==> config.mk <==
export PLATFORM = sky130hd
export DESIGN_NAME = exec_operand_fwd_flat
export DESIGN_NICKNAME = d
export VERILOG_FILES = /design/src/rtl/exec_operand_fwd_pkg.sv /design/src/rtl/exec_operand_fwd_if.sv /design/src/rtl/exec_operand_fwd_fwd_select.sv /design/src/rtl/exec_operand_fwd.sv /design/src/flat_wrapper.sv
export SDC_FILE = /design/constraint.sdc
export NUM_CORES = 1
export LEC_CHECK = 0
export ABC_AREA = 1
export BUFFER_PORTS_ARGS = -buffer_cell sky130_fd_sc_hd__buf_4
export CAP_MARGIN = 10
export CORE_UTILIZATION = 55
export DETAILED_ROUTE_END_ITERATION = 8
export PLACE_DENSITY = 0.87
export SYNTH_ARGS = -nofsm -noshare
export SYNTH_HDL_FRONTEND = slang
export SYNTH_SLANG_ARGS = --single-unit
==> constraint.sdc <==
create_clock -name clk -period 4.1 [get_ports clk]
set_clock_uncertainty 0.05 [all_clocks]
set_input_delay 0.41 -clock clk [delete_from_list [all_inputs] [get_ports clk]]
set_output_delay 0.41 -clock clk [all_outputs]
set_load 0.01 [all_outputs]
==> src/rtl/exec_operand_fwd_pkg.sv <==
`default_nettype none
// ============================================================================
// Module  : exec_pkg
// Brief   : Shared types for the execute-stage operand forwarding block.
// Revision: 1.0 - initial release
// ============================================================================
package exec_pkg;

    localparam int c_XLEN_DEFAULT = 32;
    localparam int c_NREG_DEFAULT = 32;
    // Scoreboard rd field is sized for the widest supported register file.
    localparam int c_RD_W         = 8;

    typedef struct packed {
        logic [c_RD_W-1:0] rd;
        logic              we;
        logic              is_load;
    } sb_entry_t;

    typedef enum logic [2:0] {
        RF   = 3'd0,
        FWD0 = 3'd1,
        FWD1 = 3'd2,
        FWD2 = 3'd3,
        FWD3 = 3'd4,
        ZERO = 3'd5
    } fwd_sel_t;

endpackage
`default_nettype wire

==> src/rtl/exec_operand_fwd_if.sv <==
`default_nettype none
// ============================================================================
// Module  : exec_operand_fwd_if
// Brief   : Issue, forwarding and EX-register bundle of the operand stage.
// Revision: 1.0 - initial release
// ============================================================================
interface exec_operand_fwd_if #(
    parameter int XLEN = 32,
    parameter int NFWD = 2,
    parameter int NREG = 32
);
    localparam int c_RAW = $clog2(NREG);

    logic                 in_valid;
    logic                 in_ready;
    logic [c_RAW-1:0]     in_rs1;
    logic [c_RAW-1:0]     in_rs2;
    logic [c_RAW-1:0]     in_rd;
    logic                 in_rd_we;
    logic                 in_is_load;
    logic                 in_a_pc;
    logic                 in_b_imm;
    logic                 in_brun;
    logic [XLEN-1:0]      in_pc;
    logic [XLEN-1:0]      in_imm;
    logic [XLEN-1:0]      rf_rs1;
    logic [XLEN-1:0]      rf_rs2;
    logic [NFWD*XLEN-1:0] fwd_data;
    logic [NFWD-1:0]      fwd_valid;
    logic                 flush;
    logic                 out_valid;
    logic                 out_ready;
    logic [XLEN-1:0]      op_a;
    logic [XLEN-1:0]      op_b;
    logic [XLEN-1:0]      data_w;
    logic                 br_eq;
    logic                 br_lt;
    logic [c_RAW-1:0]     out_rd;
    logic                 out_rd_we;

    modport master (
        output in_valid, in_rs1, in_rs2, in_rd, in_rd_we, in_is_load, in_a_pc,
               in_b_imm, in_brun, in_pc, in_imm, rf_rs1, rf_rs2, fwd_data,
               fwd_valid, flush, out_ready,
        input  in_ready, out_valid, op_a, op_b, data_w, br_eq, br_lt, out_rd,
               out_rd_we
    );

    modport slave (
        input  in_valid, in_rs1, in_rs2, in_rd, in_rd_we, in_is_load, in_a_pc,
               in_b_imm, in_brun, in_pc, in_imm, rf_rs1, rf_rs2, fwd_data,
               fwd_valid, flush, out_ready,
        output in_ready, out_valid, op_a, op_b, data_w, br_eq, br_lt, out_rd,
               out_rd_we
    );

endinterface
`default_nettype wire

==> src/rtl/exec_operand_fwd_fwd_select.sv <==
`default_nettype none
// ============================================================================
// Module  : fwd_select
// Brief   : Priority match of one source index against the scoreboard.
// Revision: 1.0 - initial release
// ============================================================================
module fwd_select
    import exec_pkg::*;
#(
    parameter int XLEN = c_XLEN_DEFAULT,
    parameter int NFWD = 2,
    parameter int RAW  = 5
) (
    input  wire logic [RAW-1:0]       src,
    input  wire logic [XLEN-1:0]      rf_val,
    input  wire sb_entry_t            sb [NFWD],
    input  wire logic [NFWD*XLEN-1:0] fwd_data,
    input  wire logic [NFWD-1:0]      fwd_valid,
    output logic      [XLEN-1:0]      val,
    output logic                      hazard
);
    localparam int c_IDX_W = (NFWD > 1) ? $clog2(NFWD) : 1;

    fwd_sel_t           w_sel;
    logic [c_IDX_W-1:0] w_idx;
    logic [XLEN-1:0]    w_fd [NFWD];

    // Descending scan so the youngest matching producer overrides older ones.
    always_comb begin
        w_sel = RF;
        w_idx = '0;
        for (int k = NFWD - 1; k >= 0; k--) begin
            w_fd[k] = fwd_data[k*XLEN +: XLEN];
            if (sb[k].we && (sb[k].rd == c_RD_W'(src))) begin
                w_sel = fwd_sel_t'(3'(k + 1));
                w_idx = c_IDX_W'(k);
            end
        end
        if (src == '0) begin
            w_sel = ZERO;
        end
    end

    // A load one slot ahead has no result yet, whatever fwd_valid claims.
    always_comb begin
        val    = rf_val;
        hazard = 1'b0;
        case (w_sel)
            RF:      val = rf_val;
            ZERO:    val = '0;
            default: begin
                val    = w_fd[w_idx];
                hazard = !fwd_valid[w_idx] || ((w_idx == '0) && sb[w_idx].is_load);
            end
        endcase
    end

endmodule
`default_nettype wire

==> src/rtl/exec_operand_fwd.sv <==
`default_nettype none
// ============================================================================
// Module  : exec_operand_fwd
// Brief   : EX-stage operand mux with scoreboard forwarding and load-use stall.
// Revision: 1.0 - initial release
// ============================================================================
module exec_operand_fwd
    import exec_pkg::*;
#(
    parameter int XLEN = c_XLEN_DEFAULT,
    parameter int NFWD = 2,
    parameter int NREG = c_NREG_DEFAULT
) (
    input  wire logic           clk,
    input  wire logic           rst,
    exec_operand_fwd_if.slave   bus
);
    localparam int c_RAW = $clog2(NREG);

    sb_entry_t        r_sb [NFWD];
    logic             r_out_valid;
    logic [XLEN-1:0]  r_op_a;
    logic [XLEN-1:0]  r_op_b;
    logic [XLEN-1:0]  r_data_w;
    logic             r_br_eq;
    logic             r_br_lt;
    logic [c_RAW-1:0] r_out_rd;
    logic             r_out_rd_we;

    logic [XLEN-1:0]  w_rs1_val;
    logic [XLEN-1:0]  w_rs2_val;
    logic             w_haz_rs1;
    logic             w_haz_rs2;
    logic             w_advance;
    logic             w_accept;
    logic             w_br_lt;
    sb_entry_t        w_new_entry;

    fwd_select #(.XLEN(XLEN), .NFWD(NFWD), .RAW(c_RAW)) u_fwd_rs1 (
        .src(bus.in_rs1), .rf_val(bus.rf_rs1), .sb(r_sb),
        .fwd_data(bus.fwd_data), .fwd_valid(bus.fwd_valid),
        .val(w_rs1_val), .hazard(w_haz_rs1)
    );

    fwd_select #(.XLEN(XLEN), .NFWD(NFWD), .RAW(c_RAW)) u_fwd_rs2 (
        .src(bus.in_rs2), .rf_val(bus.rf_rs2), .sb(r_sb),
        .fwd_data(bus.fwd_data), .fwd_valid(bus.fwd_valid),
        .val(w_rs2_val), .hazard(w_haz_rs2)
    );

    assign w_advance = !r_out_valid || bus.out_ready;
    assign bus.in_ready = w_advance && !(w_haz_rs1 || w_haz_rs2) && !bus.flush;
    assign w_accept  = bus.in_valid && bus.in_ready;
    assign w_br_lt   = bus.in_brun ? (w_rs1_val < w_rs2_val)
                                   : ($signed(w_rs1_val) < $signed(w_rs2_val));

    always_comb begin
        w_new_entry = '0;
        if (w_accept) begin
            w_new_entry.rd      = c_RD_W'(bus.in_rd);
            w_new_entry.we      = bus.in_rd_we && (bus.in_rd != '0);
            w_new_entry.is_load = bus.in_is_load;
        end
    end

    always_ff @(posedge clk or negedge rst) begin
        if (!rst) begin
            for (int k = 0; k < NFWD; k++) r_sb[k] <= '0;
            r_out_valid <= 1'b0;
            r_op_a      <= '0;
            r_op_b      <= '0;
            r_data_w    <= '0;
            r_br_eq     <= 1'b0;
            r_br_lt     <= 1'b0;
            r_out_rd    <= '0;
            r_out_rd_we <= 1'b0;
        end else if (bus.flush) begin
            for (int k = 0; k < NFWD; k++) r_sb[k] <= '0;
            r_out_valid <= 1'b0;
            r_out_rd_we <= 1'b0;
        end else if (w_advance) begin
            // The oldest slot falls off: its result is already in the register file.
            for (int k = NFWD - 1; k > 0; k--) r_sb[k] <= r_sb[k-1];
            r_sb[0]     <= w_new_entry;
            r_out_valid <= w_accept;
            r_out_rd_we <= w_accept && bus.in_rd_we;
            r_op_a      <= bus.in_a_pc ? bus.in_pc : w_rs1_val;
            r_op_b      <= bus.in_b_imm ? bus.in_imm : w_rs2_val;
            r_data_w    <= w_rs2_val;
            r_br_eq     <= (w_rs1_val == w_rs2_val);
            r_br_lt     <= w_br_lt;
            r_out_rd    <= bus.in_rd;
        end
    end

    assign bus.out_valid = r_out_valid;
    assign bus.op_a      = r_op_a;
    assign bus.op_b      = r_op_b;
    assign bus.data_w    = r_data_w;
    assign bus.br_eq     = r_br_eq;
    assign bus.br_lt     = r_br_lt;
    assign bus.out_rd    = r_out_rd;
    assign bus.out_rd_we = r_out_rd_we;

endmodule
`default_nettype wire
==> src/flat_wrapper.sv <==
// flat-port wrapper written by rule: the top's interface ports become plain ports
module exec_operand_fwd_flat import exec_pkg::*;
#(
    parameter int XLEN = c_XLEN_DEFAULT,
    parameter int NFWD = 2,
    parameter int NREG = c_NREG_DEFAULT
)
  (clk, rst, bus_in_valid, bus_in_rs1, bus_in_rs2, bus_in_rd, bus_in_rd_we, bus_in_is_load, bus_in_a_pc, bus_in_b_imm, bus_in_brun, bus_in_pc, bus_in_imm, bus_rf_rs1, bus_rf_rs2, bus_fwd_data, bus_fwd_valid, bus_flush, bus_out_ready, bus_in_ready, bus_out_valid, bus_op_a, bus_op_b, bus_data_w, bus_br_eq, bus_br_lt, bus_out_rd, bus_out_rd_we);
  exec_operand_fwd_if #(.XLEN(XLEN), .NFWD(NFWD), .NREG(NREG)) bus_i ();
  input  wire logic clk;
  input  wire logic rst;
  input wire logic [$bits(bus_i.in_valid)-1:0] bus_in_valid;
  input wire logic [$bits(bus_i.in_rs1)-1:0] bus_in_rs1;
  input wire logic [$bits(bus_i.in_rs2)-1:0] bus_in_rs2;
  input wire logic [$bits(bus_i.in_rd)-1:0] bus_in_rd;
  input wire logic [$bits(bus_i.in_rd_we)-1:0] bus_in_rd_we;
  input wire logic [$bits(bus_i.in_is_load)-1:0] bus_in_is_load;
  input wire logic [$bits(bus_i.in_a_pc)-1:0] bus_in_a_pc;
  input wire logic [$bits(bus_i.in_b_imm)-1:0] bus_in_b_imm;
  input wire logic [$bits(bus_i.in_brun)-1:0] bus_in_brun;
  input wire logic [$bits(bus_i.in_pc)-1:0] bus_in_pc;
  input wire logic [$bits(bus_i.in_imm)-1:0] bus_in_imm;
  input wire logic [$bits(bus_i.rf_rs1)-1:0] bus_rf_rs1;
  input wire logic [$bits(bus_i.rf_rs2)-1:0] bus_rf_rs2;
  input wire logic [$bits(bus_i.fwd_data)-1:0] bus_fwd_data;
  input wire logic [$bits(bus_i.fwd_valid)-1:0] bus_fwd_valid;
  input wire logic [$bits(bus_i.flush)-1:0] bus_flush;
  input wire logic [$bits(bus_i.out_ready)-1:0] bus_out_ready;
  output wire logic [$bits(bus_i.in_ready)-1:0] bus_in_ready;
  output wire logic [$bits(bus_i.out_valid)-1:0] bus_out_valid;
  output wire logic [$bits(bus_i.op_a)-1:0] bus_op_a;
  output wire logic [$bits(bus_i.op_b)-1:0] bus_op_b;
  output wire logic [$bits(bus_i.data_w)-1:0] bus_data_w;
  output wire logic [$bits(bus_i.br_eq)-1:0] bus_br_eq;
  output wire logic [$bits(bus_i.br_lt)-1:0] bus_br_lt;
  output wire logic [$bits(bus_i.out_rd)-1:0] bus_out_rd;
  output wire logic [$bits(bus_i.out_rd_we)-1:0] bus_out_rd_we;
  assign bus_i.in_valid = bus_in_valid;
  assign bus_i.in_rs1 = bus_in_rs1;
  assign bus_i.in_rs2 = bus_in_rs2;
  assign bus_i.in_rd = bus_in_rd;
  assign bus_i.in_rd_we = bus_in_rd_we;
  assign bus_i.in_is_load = bus_in_is_load;
  assign bus_i.in_a_pc = bus_in_a_pc;
  assign bus_i.in_b_imm = bus_in_b_imm;
  assign bus_i.in_brun = bus_in_brun;
  assign bus_i.in_pc = bus_in_pc;
  assign bus_i.in_imm = bus_in_imm;
  assign bus_i.rf_rs1 = bus_rf_rs1;
  assign bus_i.rf_rs2 = bus_rf_rs2;
  assign bus_i.fwd_data = bus_fwd_data;
  assign bus_i.fwd_valid = bus_fwd_valid;
  assign bus_i.flush = bus_flush;
  assign bus_i.out_ready = bus_out_ready;
  assign bus_in_ready = bus_i.in_ready;
  assign bus_out_valid = bus_i.out_valid;
  assign bus_op_a = bus_i.op_a;
  assign bus_op_b = bus_i.op_b;
  assign bus_data_w = bus_i.data_w;
  assign bus_br_eq = bus_i.br_eq;
  assign bus_br_lt = bus_i.br_lt;
  assign bus_out_rd = bus_i.out_rd;
  assign bus_out_rd_we = bus_i.out_rd_we;
  exec_operand_fwd #(.XLEN(XLEN), .NFWD(NFWD), .NREG(NREG)) u_core (.clk(clk), .rst(rst), .bus(bus_i));
endmodule
## Word level (Yosys, flattened, before mapping)

Index checks and enable logic that the tools add are counted.

| storage, ports and cells | value |
|---|---|
| register bits after elaboration | 125 |
| logic and storage cells | 101 |

| cells by class | value |
|---|---|
| magnitude comparators | 6 |
| eq/ne operators | 7 |
| mux-type cells | 40 |
| bitwise gates (word level) | 5 |
| reduce and logical (&&, ||, !) cells | 29 |

Operators by type and width:

| cell | count |
|---|---|
| 32-bit 2-to-1 mux | 8 |
| 32-bit one-hot mux with 2 select lines | 2 |
| 32-bit less-than comparator | 2 |
| 20-bit 2-to-1 mux | 2 |
| 32-bit equality test | 1 |
| 8-bit by 5-bit equality test with 1-bit output | 4 |
| 1-bit 2-to-1 mux | 21 |
| 3-bit 2-to-1 mux | 4 |
| 1-bit logical AND | 11 |
| 5-bit zero test | 2 |
| 7-bit 2-to-1 mux | 1 |
| 3-bit equality test, second input constant | 2 |
| 3-bit zero test | 2 |
| 1-bit zero test | 5 |
| 5-bit nonzero test | 1 |
| 2-bit greater-or-equal comparator, second input constant | 2 |
| 1-bit logical OR | 4 |
| 1-bit by 2-bit less-than comparator with 1-bit output, second input constant | 2 |
| 2-bit 2-to-1 mux | 2 |
| 1-bit inverter with 2-bit output | 2 |
| 2-bit OR reduction | 2 |
| 1-bit inverter | 3 |
| 2-bit AND reduction | 1 |
| 2-bit nonzero test | 1 |

## Logic depth before layout (Yosys ltp)

Gate-level depths: netlist of run 1.

| depth | value |
|---|---|
| depth after elaboration | 19 |
| depth in mapped cells | 25 |
| depth with buffers taken out | 23 |

## Cells and area by module

A second synthesis of run 1 with hierarchy kept.

| second synthesis, totals | value |
|---|---|
| cells, all modules | 1,345 |
| area total of the unflattened synthesis | 8,992.4 um^2 |

By module, submodules not included:

| module | times used | cells an instance | area each (um^2) | sequential area each (um^2) |
|---|---|---|---|---|
| exec_operand_fwd | 1 | 753 | 5,949.5 | 2,977.9 |
| fwd_select | 2 | 296 | 1,521.5 | 0.0 |

## Least setup slack after synthesis of run 1

OpenSTA, ideal clock, no wires.

| path | value |
|---|---|
| path kind | flip-flop to flip-flop |
| start point | register u_core.r_sb[16] (netlist bit) |
| end point | register u_core.r_br_lt (netlist: u_core.bus.br_lt) |
| setup time | 118 ps |
| arrival time | 2,595 ps |
| required time | 3,932 ps |
| path slack | 1,337 ps |
| cell stages (with the launch flop) | 22 |
| buffers on the path | 1 |
| clock period less this slack | 2,763 ps |
| cell sequence | dfrtp_1 -> inv_1 -> nand2_1 -> a21oi_2 -> nand3_4 -> a21boi_4 -> buf_12 -> o211ai_4 -> nand2_1 -> inv_1 -> ha_1 -> nand2_1 -> nor2_1 -> nand2_1 -> nor3_1 -> nand2_1 -> inv_1 -> nand2_1 -> nand2_1 -> nand2_1 -> nand3_1 -> nand2_1 |

| on the way | value |
|---|---|
| cells in the longest elaborated chain, start to end | 10 |
| elaborated cells between the ends (all ways) | 27 |
| those cells by class | order compare (2); eq/ne (4); mux (15); bitwise (2); reduce/logical (4) |

RTL lines:

| element | RTL line | RTL |
|---|---|---|
| start, declared | exec_operand_fwd.sv:20 | `sb_entry_t r_sb [NFWD];` |
| 8-bit by 5-bit equality test with 1-bit output | exec_operand_fwd_fwd_select.sv:34 | `if (sb[k].we && (sb[k].rd == c_RD_W'(src))) begin` |
| 1-bit logical AND | exec_operand_fwd_fwd_select.sv:34 |  |
| 1-bit 2-to-1 mux | exec_operand_fwd_fwd_select.sv:34 |  |
| 1-bit inverter with 2-bit output (not written as such) | exec_operand_fwd_fwd_select.sv:52 | `val = w_fd[w_idx];` |
| 32-bit 2-to-1 mux (not written as such) (3 in series) | exec_operand_fwd_fwd_select.sv:52 |  |
| 32-bit one-hot mux with 2 select lines | exec_operand_fwd_fwd_select.sv:48 | `case (w_sel)` |
| 32-bit less-than comparator, on equally long branches | exec_operand_fwd.sv:55, exec_operand_fwd.sv:54 |  |
| 1-bit 2-to-1 mux (*) | exec_operand_fwd.sv:54 | `assign w_br_lt = bus.in_brun ? (w_rs1_val < w_rs2_val)` |
| end signal, assigned | exec_operand_fwd.sv:91 | `r_br_lt <= w_br_lt;` |
| end, declared | exec_operand_fwd.sv:26 | `logic r_br_lt;` |

Every way passes the cells marked *; elsewhere a longest branch is shown, timed or not. The select of a mux whose other input is x is not followed.
A chain may end at the register's enable or synchronous reset.

## Final worst setup path of run 1

| path | value |
|---|---|
| start point | register u_core.r_sb[2] (netlist bit) |
| end point | register u_core.r_br_lt (netlist: u_core.bus.br_lt) |

| on the way | value |
|---|---|
| cells in the longest elaborated chain, start to end | 11 |
| elaborated cells between the ends (all ways) | 31 |
| those cells by class | order compare (2); eq/ne (4); mux (19); bitwise (2); reduce/logical (4) |

RTL lines:

| element | RTL line |
|---|---|
| 8-bit by 5-bit equality test with 1-bit output | exec_operand_fwd_fwd_select.sv:34 |
| 1-bit logical AND | exec_operand_fwd_fwd_select.sv:34 |
| 1-bit 2-to-1 mux (2 in series) | exec_operand_fwd_fwd_select.sv:34 |
| 1-bit inverter with 2-bit output (not written as such) | exec_operand_fwd_fwd_select.sv:52 |
| 32-bit 2-to-1 mux (not written as such) (3 in series) | exec_operand_fwd_fwd_select.sv:52 |
| 32-bit one-hot mux with 2 select lines | exec_operand_fwd_fwd_select.sv:48 |
| 32-bit less-than comparator, on equally long branches | exec_operand_fwd.sv:55, exec_operand_fwd.sv:54 |
| 1-bit 2-to-1 mux (*) | exec_operand_fwd.sv:54 |

Marked as above.

==> results of run 1 <==
## logic make-up (layout without fill, tap and decap cells)
family | Yosys count | in the layout | synth area share [%]
AND/OR/NAND/NOR | 837 | 837 | 40.4
buffers and inverters | 173 | 477 | 10.3
flip-flops | 118 | 118 | 32.5
AO/OA/AOI/OAI | 104 | 104 | 12.2
adder cells (fa/ha/maj) | 32 | 32 | 4.41
XOR/XNOR | 2 | 2 | 0.193
## critical path, cell delays in order, from the launching register on
cell,delay [ps]
dfrtp_1,390
inv_1,90
nand2_1,70
nand2_2,60
nor2_4,130
nand2_1,70
nor2_2,190
nand2_4,260
buf_12,280
o211ai_1,410
nand2_1,120
inv_1,110
ha_1,230
nand2_1,80
o21ai_0,100
nand2_1,70
nand3_1,70
a21oi_1,180
nand3_1,100
nand3_1,90
nand2_1,60
## metrics by stage
step                      hold slack (ps)  util [%]  instance area [um2]
after floorplan                      64.4         -                 9080
after global placement                413      71.6                11500
after detailed placement              417      71.6                11500
after CTS                            29.1      75.7                12100
after global routing                 57.7      75.7                12100
final                                2.96      75.7                12100
## flip-flops by register name, summed over array words and instances (netlist names)
name	cells
u_core.bus.data_w	32
u_core.bus.op_a	32
u_core.bus.op_b	32
u_core.r_sb	13
u_core.bus.out_rd	5
u_core.bus.br_eq	1
u_core.bus.br_lt	1
u_core.bus.out_rd_we	1
u_core.bus.out_valid	1
## power breakdown
part / switching, W / total [W] / internal, W
registers: 0.0000947 / 0.00140 / 0.00131
logic: 0.000575 / 0.00107 / 0.000490
clock network: 0.000593 / 0.00168 / 0.00109
## cell type report
class / instances / area [um2] / share of cell area, %
repair buffers: 343 / 2640 / 21.8
well taps: 216 / 270 / 2.23
clock inverters: 14 / 225 / 1.86
multi-input cells: 975 / 5210 / 43.0
flip-flops and latches: 118 / 2950 / 24.4
clock buffers: 18 / 429 / 3.54
inverters: 102 / 383 / 3.16
## synth_stat cells, types with 2 or more instances
library cell / instances
and2_1: 2
nand3_1: 98
o22ai_1: 5
o211ai_4: 30
inv_1: 93
nand3_2: 11
buf_2: 8
buf_4: 3
a31oi_1: 32
nor2_4: 5
dfrtp_1: 118
nand3_4: 2
a21oi_1: 14
buf_6: 5
xor2_1: 2
clkbuf_1: 28
buf_12: 3
nor2_1: 183
nand3b_1: 33
nand4_1: 44
o21ai_0: 13
clkbuf_8: 13
nand2_2: 7
buf_8: 2
nor3_1: 5
nand2_1: 444
ha_1: 32
o211ai_1: 2
inv_2: 8
dlygate4sd1_1: 4
nor2_2: 2
buf_1: 4
## metal layers
| layer | GRT usage, % | share of wire [%] |
|---|---|---|
| met5 | 0 | 0 |
| met4 | 19.5 | 4.7 |
| met3 | 8.14 | 9.6 |
| met2 | 61.0 | 45 |
| met1 | 51.0 | 40 |
## path summary, 6_finish.rpt
| path | start | end | cells past startpoint | slack [ps] |
|---|---|---|---|---|
| max | u_core.r_sb[2] | u_core.bus.br_lt | 20 | 770 |
| min | rst | u_core.bus.op_b[9] | 1 | 3 |
| max in group asynchronous | rst | u_core.bus.op_a[5] | 2 | 3190 |
| min in group clk | bus_in_rd[3] | u_core.bus.out_rd[3] | 3 | 150 |
| min reg2reg | u_core.bus.op_b[25] | u_core.bus.op_b[25] | 2 | 430 |
| max reg2reg | u_core.r_sb[2] | u_core.bus.br_lt | 20 | 770 |
==> summary.txt, run 1 <==
Route
  – Pre-antenna DRT Iters: 8
  – Final WL: 32600 um
  – DRC viols: 0
  – Via count: 10.1k
  – Initial DRC Count: 1245
  – Routed Antenna Nets: 0
  – DR WL/cell: 18.3 um
  – Vias/cell: 5.64

Clock tree
  – Worst-Skew Late Latency: 420 ps
  – Worst-path clk slew: 60 ps
  – Resize count post-CTS: 0
  – Setup Fix Bufs, Post-CTS: 0
  – Max Root-Sink Buffers: 2
  – Hold buffer count at cts: 0
  – CTS tree: built
  – CTS Buf Count: 17
  – H-tree depth: 4
  – CTS sink cnt: 118
  – CTS root buf: clkbuf_16

Floorplanning
  – Initial Util: 56.7%
  – CORE AREA: 16000 um2
  – Cell row count: 46
  – DIE HEIGHT: 130 um
  – Die width: 130 um
  – I/O pin count: 325
  – Die ar.: 17000 um2

STA
  – Max Fclk: 300 MHz
  – Setup violations, final: 0
  – Relative slew slack: 32.7%
  – Fin Setup TNS: 0 ps
  – Ratio of final minimum period to clock period: 81.2%
  – Crit path time final: 3330 ps
  – Final Hold Vio Count: 0
  – Max Slew Vio Count: 0
  – RSZ-0062 raised after global routing: false
  – Worst setup margin: 772 ps
  – Worst slew pin tran: 1010 ps

Place
  – Gpl congestion: 0.975
  – Pre-CTS WS: 724 ps
  – IO Port Bufs: 324
  – # placed instances: 1754
  – DP HPWL: 24700 um

Layout
  – Commonest cells after routing, fill and taps aside: 443 x nand2_1, 338 x buf_4, 183 x nor2_1
  – Layout Cells excl Fill: 1786
  – Most common cell after layout, fill and taps aside: nand2_1
  – Final #Nets: 1808
  – Area growth from synthesis to layout: 33.4%
  – Layout cell share with drive strength beyond 1: 28.4%
  – Diodes inserted: 0
  – Filler cells: 1263

Logic synthesis
  – Mean Syn Cell Area: 7.17 um2
  – Share of the synthesized area in the top cell type: 32.5%
  – Seq/Total Area, Yosys: 32.5%
  – Mapped Cells: 1266
  – Synth area leader: dfrtp_1
  – Syn Std Cell Area: 9080 um2
  – Ranking of synthesized cells by area: dfrtp_1 33%, nand2_1 18%, nor2_1 7.6%
  – FFs w/ async S/R, synth: 100%
  – Synth Flop Type: dfrtp_1
  – Distinct cells, synth: 43
  – Post-synth EDFFs: 0
  – Syn nets: 1517
  – Flops & latches, synth: 118
  – Ys Warns: 0

Critical path
  – Worst EP arrival: 3580 ps
  – Worst Path Max Fanout: 29
  – Worst Path Required: 4350 ps
  – CP Capture Type: flop
  – Worst setup SP type: flop
  – Worst setup path class: flop to flop

Status
  – Outcome: complete, no violations

Min path
  – Worst min path class: input port to asynchronous set/reset pin

Pwr
  – PwrDens: 342 nW/um2
  – Maximum vdd drop: 0.295 mV
  – Power Total: 0.00415 W
  – Static leakage: 6.52 nW

GRT
  – First-pass GRT wire length: 50100 um
  – GRT overflow: 0
  – Initial antenna violation count: 0
  – Pin count of the biggest net entering global routing: 127
  – Via count of the first global-routing pass: 9481
  – Tot GR Track Use: 38.9%

Job
  – Maxcap violations: 0
(Power assumes the default switching activity.)
==> run 2: changes to the inputs <==
--- a/config.mk
+++ b/config.mk
@@ -8,9 +8,9 @@
 export ABC_AREA = 1
 export BUFFER_PORTS_ARGS = -buffer_cell sky130_fd_sc_hd__buf_4
 export CAP_MARGIN = 10
-export CORE_UTILIZATION = 55
+export CORE_UTILIZATION = 46
 export DETAILED_ROUTE_END_ITERATION = 8
-export PLACE_DENSITY = 0.87
+export PLACE_DENSITY = 0.78
 export SYNTH_ARGS = -nofsm -noshare
 export SYNTH_HDL_FRONTEND = slang
 export SYNTH_SLANG_ARGS = --single-unit
==> constraint.sdc (replaced) <==
create_clock -name clk -period 2.96 [get_ports clk]
set_clock_uncertainty 0.05 [all_clocks]
set_input_delay 0.296 -clock clk [delete_from_list [all_inputs] [get_ports clk]]
set_output_delay 0.296 -clock clk [all_outputs]
set_load 0.01 [all_outputs]
==> run 2 against run 1 <==
Effect of this change: the flow now finishes with violations (setup timing); largest power group unchanged; setup slack got worse by 820 ps; sequential share of layout area is 2.1 points lower; cell area increased by 9.4%.
==> summary.txt, run 2 (synthesis results as in run 1) <==
Status
  – Failing checks: setup timing
  – Outcome: finished, violations left

Place
  – DP HPWL: 26100 um
  – Gpl congestion: 0.930
  – Placed inst area: 12400 um2
  – Pre-CTS WS: -51.1 ps
  – IO Port Bufs: 324

Route
  – DRC viols: 0
  – Via count: 10.2k
  – Routed Antenna Nets: 0
  – Vias/cell: 5.22
  – Pre-antenna DRT Iters: 6
  – Initial DRC Count: 839
  – Final WL: 33900 um
  – DR WL/cell: 17.4 um

Pwr
  – Gate power share: 26.9%
  – Sw Pwr: 0.00177 W
  – Clock power frac: 39.2%
  – Power Total: 0.00573 W
  – Int Pwr: 0.00396 W
  – Maximum vdd drop: 0.360 mV
  – PwrDens: 433 nW/um2
  – Flop pwr share: 33.8%
  – Static leakage: 7.06 nW
  – Switch share: 30.9%

Critical path
  – Worst Path Required: 3210 ps
  – Worst setup path class: flop to flop
  – CP Capture Type: flop
  – Worst EP arrival: 3260 ps
  – Worst Path Max Fanout: 4
  – Worst setup SP type: flop

STA
  – Final Hold Vio Count: 0
  – Ratio of final minimum period to clock period: 102%
  – RSZ-0062 raised after global routing: true
  – Crit path time final: 3000 ps
  – Worst setup margin: -44.7 ps
  – Relative slew slack: 43.7%
  – Max Slew Vio Count: 0
  – Worst slew pin tran: 844 ps
  – Setup violations, final: 1
  – Max Fclk: 333 MHz

Floorplanning
  – Initial Util: 46.8%
  – Cell row count: 51
  – Die width: 142 um
  – Die ar.: 20300 um2
  – I/O pin count: 325
  – CORE AREA: 19400 um2
  – DIE HEIGHT: 142 um

Clock tree
  – CTS root buf: clkbuf_16
  – CTS tree: built
  – CTS sink cnt: 118
  – Worst-Skew Late Latency: 420 ps
  – Worst-path clk slew: 60 ps
  – Max Root-Sink Buffers: 2
  – H-tree depth: 4
  – CTS Buf Count: 17

GRT
  – Via count of the first global-routing pass: 9609
  – Tot GR Track Use: 33.1%
  – GRT overflow: 0
  – Pin count of the biggest net entering global routing: 86
  – First-pass GRT wire length: 50900 um
  – Initial antenna violation count: 2

Layout
  – Multi-input gate area: 5310 um2
  – Filler cells: 1666
  – Area growth from synthesis to layout: 45.9%
  – FF+latch area: 2950 um2
  – Commonest cells after routing, fill and taps aside: 433 x nand2_1, 430 x buf_4, 179 x nor2_1
  – Final instance area: 13200 um2
  – Final #Nets: 1916
  – Layout cell share with drive strength beyond 1: 34.4%
  – Most common cell after layout, fill and taps aside: nand2_1

Min path
  – Worst min path class: input port to flop

Job
  – Maxcap violations: 0
run 2: power groups by stage:
stage	logic [W]	registers, W	clock network, W
floorplan	0.000609	0.00203	0
global placement	0.00149	0.00196	0
detailed placement	0.00151	0.00196	0
CTS	0.00153	0.00194	0.00227
global route	0.00169	0.00196	0.00235
finish	0.00154	0.00194	0.00225
run 2: layout make-up:
cell class,count,share of cell area (%)
clock inverters,14,1.51
clock buffers,18,3.24
well taps,265,2.50
diodes,2,0.0378
multi-input cells,975,40.1
repair buffers,451,27.4
inverters,102,2.89
flip-flops and latches,118,22.3
run 2: metal layers:
layer,track usage (%),up-vias,wire length [um]
met5,0,-,0
met4,17.5,0,1410
li1,-,4914,-
met3,7.44,81,2880
met1,42.0,4661,13800
met2,52.6,501,15800
run 2: final timing paths:
kind                                     start                    to  slack, ps  cells after the start
max in group asynchronous                  rst       u_core.r_sb[14]       1610                      3
hold / removal                    bus_in_rd[2]  u_core.bus.out_rd[2]         60                      3
hold reg to reg            u_core.bus.op_a[11]   u_core.bus.op_a[11]        430                      2
min in group asynchronous                  rst   u_core.bus.op_a[31]        400                      2
setup / recovery                u_core.r_sb[6]      u_core.bus.br_lt        -40                     20
setup reg to reg                u_core.r_sb[6]      u_core.bus.br_lt        -40                     20
run 2: stage by stage:
stage	cells	TNS, ps	hold slack (ps)	utilization (%)
final	1945	-44.7	58.3	68.3
after global routing	1945	-307	59.0	68.3
after CTS	1938	0	43.2	67.5
after detailed placement	1901	-51.1	282	64.0
after global placement	1901	-6.84	286	64.0
after floorplan	1266	0	-49.6	-
run 2: repair_timing:
action	4_1_cts	5_1_grt
pin swaps	6	9
hold buffers	1	0
endpoints found under the hold margin	44	0
gates cloned	0	1
setup buffers	4	4
setup endpoints to repair	2	3
resized for setup	3	28
run 2: worst max-delay path, stage by stage, from the launching register on:
cell and delay (ps):
dfrtp_1 370, inv_1 80, nand2_1 80, nand2_1 90, nor2_4 170, nand2_2 80, nor2_4 120, nand2_4 100
buf_4 170, o211ai_1 290, nand2_1 90, inv_1 100, ha_1 260, a21oi_1 190, o21ai_1 100, nand2_1 70
nand3_1 80, a21oi_2 160, nand3_1 90, nand3_1 80, nand2_1 60
==> run 3: changes to the inputs <==
==> constraint.sdc (replaced) <==
create_clock -name clk -period 2.6 [get_ports clk]
set_clock_uncertainty 0.05 [all_clocks]
set_input_delay 0.26 -clock clk [delete_from_list [all_inputs] [get_ports clk]]
set_output_delay 0.26 -clock clk [all_outputs]
set_load 0.01 [all_outputs]
==> run 3 against run 2 <==
Effect of this change: the run still ends with setup timing left; largest power group unchanged; via count grew 6.1%; clock-buffer cell count is the same; total power grew 16%; non-clock buffer count grew 106; maximum frequency shrank 2.3%; sequential power grew 13%; global-route usage grew 2.6 points; register-to-register slack lost 430 ps; combinational power grew 27%; core utilization grew 6.8 points; highest routed layer unchanged; sequential cell count is the same.
==> summary.txt, run 3 (synthesis results as in run 1) <==
Pwr
  – Flop pwr share: 33.0%
  – Switch share: 32.9%
  – Gate power share: 29.5%
  – Static leakage: 7.63 nW
  – PwrDens: 457 nW/um2
  – Maximum vdd drop: 0.436 mV
  – Int Pwr: 0.00447 W
  – Clock power frac: 37.5%
  – Sw Pwr: 0.00219 W

Layout
  – Most common cell after layout, fill and taps aside: buf_4
  – Multi-input gate area: 5680 um2
  – Layout cell share with drive strength beyond 1: 42.3%
  – Filler cells: 1453
  – Commonest cells after routing, fill and taps aside: 509 x buf_4, 404 x nand2_1, 177 x nor2_1
  – Final Util: 75.1%
  – Layout Cells excl Fill: 2051
  – Final #Nets: 2022
  – Final instance area: 14600 um2
  – Area growth from synthesis to layout: 60.5%
  – FF+latch area: 2950 um2

Route
  – DR WL/cell: 18.1 um
  – WL met1: 14900 um
  – Routed Antenna Nets: 0
  – Pre-antenna DRT Iters: 5
  – Initial DRC Count: 859
  – Top layer used by detailed routing: met4
  – Via count: 10.8k
  – Vias/cell: 5.25
  – WL met3: 3300 um
  – Met2 routed WL: 17300 um
  – Final WL: 37100 um
  – DRC viols: 0

Critical path
  – Worst setup path class: flop to flop
  – Worst EP arrival: 3340 ps
  – Reg-to-reg startpoint: u_core.r_sb[2]
  – CP Capture Type: flop
  – Worst Path Required: 2870 ps
  – R2R cell count: 23
  – Worst Path Max Fanout: 8
  – Setup slack, reg-to-reg: -470 ps
  – Reg-to-Reg End: u_core.bus.br_lt
  – Crit. Startpoint: u_core.r_sb[2]
  – Worst setup SP type: flop

STA
  – Hold slack: 28.0 ps
  – Worst setup margin: -475 ps
  – Max Fclk: 325 MHz
  – Final Hold Vio Count: 0
  – Ratio of final minimum period to clock period: 118%
  – RSZ-0062 raised after global routing: true
  – Max Slew Vio Count: 0
  – Setup violations, final: 3
  – Worst slew pin tran: 617 ps
  – Crit path time final: 3070 ps
  – Relative slew slack: 58.8%

Clock tree
  – CTS tree: built
  – H-tree depth: 4
  – Worst-Skew Late Latency: 430 ps
  – CTS Buf Count: 17
  – Worst-path clk slew: 60 ps
  – CTS sink cnt: 118
  – CTS root buf: clkbuf_16
  – Max Root-Sink Buffers: 2

Floorplanning
  – Die width: 142 um
  – Initial Util: 46.8%
  – Die ar.: 20300 um2
  – Cell row count: 51
  – DIE HEIGHT: 142 um
  – I/O pin count: 325
  – CORE AREA: 19400 um2

GRT
  – Via count of the first global-routing pass: 10.2k
  – Pin count of the biggest net entering global routing: 81
  – GRT overflow: 0
  – First-pass GRT wire length: 55000 um
  – Tot GR Track Use: 35.8%
  – Initial antenna violation count: 2

Min path
  – Worst min path class: input port to flop
  – Hold path depth: 3
  – Hold Path Origin: bus_in_is_load
  – WHS Endpoint: u_core.r_sb[10]

Job
  – Maxcap violations: 0

Place
  – # placed instances: 1977
  – Pre-CTS WS: -472 ps
  – Placed inst area: 13000 um2
  – Gpl congestion: 0.998
  – DP HPWL: 26900 um
  – IO Port Bufs: 324

Status
  – Outcome: finished, violations left
  – Failing checks: setup timing
==> run 3: power by group through the flow <==
stage | clock network [W] | logic (W) | registers [W]
2_1_floorplan | 0 | 0.000699 | 0.00231
6_report | 0.00250 | 0.00196 | 0.00220
3_3_place_gp | 0 | 0.00176 | 0.00223
3_5_place_dp | 0 | 0.00180 | 0.00222
5_1_grt | 0.00260 | 0.00213 | 0.00222
4_1_cts | 0.00251 | 0.00185 | 0.00220
==> run 3: metrics by stage <==
step / setup TNS (ps) / total power, W
2_1_floorplan: -132 / 0.00301
3_3_place_gp: -781 / 0.00399
3_5_place_dp: -825 / 0.00402
4_1_cts: -665 / 0.00655
5_1_grt: -1420 / 0.00695
6_report: -1070 / 0.00666
==> run 3: area by class of cell <==
| cell class | count | share of cell area, % |
|---|---|---|
| diodes | 2 | 0.0344 |
| clock buffers | 18 | 3.01 |
| clock inverters | 14 | 1.13 |
| inverters | 102 | 2.63 |
| multi-input cells | 975 | 39.0 |
| flip-flops and latches | 118 | 20.3 |
| well taps | 265 | 2.28 |
| repair buffers | 557 | 31.7 |
==> run 3: critical path, cell delays in order, from the launching register on <==
cell and delay, ps:
dfrtp_1 380, inv_2 60, buf_6 120, nand2_4 50, nand2_4 50, nor2_4 120
nand2_2 70, nor2_4 150, nand2_8 100, buf_12 150, buf_6 140, nand2_2 80
o211ai_4 90, nand2_1 80, inv_1 60, ha_1 300, a21oi_1 160, o21ai_0 110
nand2_1 100, nand4_1 160, nand2_2 150, nand3_1 100, nand3_2 70, nand2_1 50
==> run 3: how the worst max path moves through the flow <==
stage | cells after the start | slack [ps] | endpoint
3_3_place_gp | 19 | -460 | u_core.bus.br_lt
4_1_cts | 26 | -350 | u_core.bus.br_lt
3_5_place_dp | 18 | -470 | u_core.bus.br_lt
5_1_grt | 24 | -630 | u_core.bus.br_lt
2_1_floorplan | 21 | -130 | u_core.bus.br_lt
6_report | 23 | -470 | u_core.bus.br_lt
==> run 3: timing repair <==
action | in CTS | in global routing
hold buffers | 3 | 0
hold endpoints to repair | 30 | 0
setup buffers | 26 | 13
gates resized for setup | 44 | 94
setup endpoints to repair | 3 | 3
pin swaps | 38 | 59
cloned | 4 | 0
==> run 3: per-layer routing <==
layer  track usage (%)  vias up
met5                 0        -
met4              15.9        0
met3              6.90      109
met2              57.9      563
met1              46.2     4969
li1                  -     5133
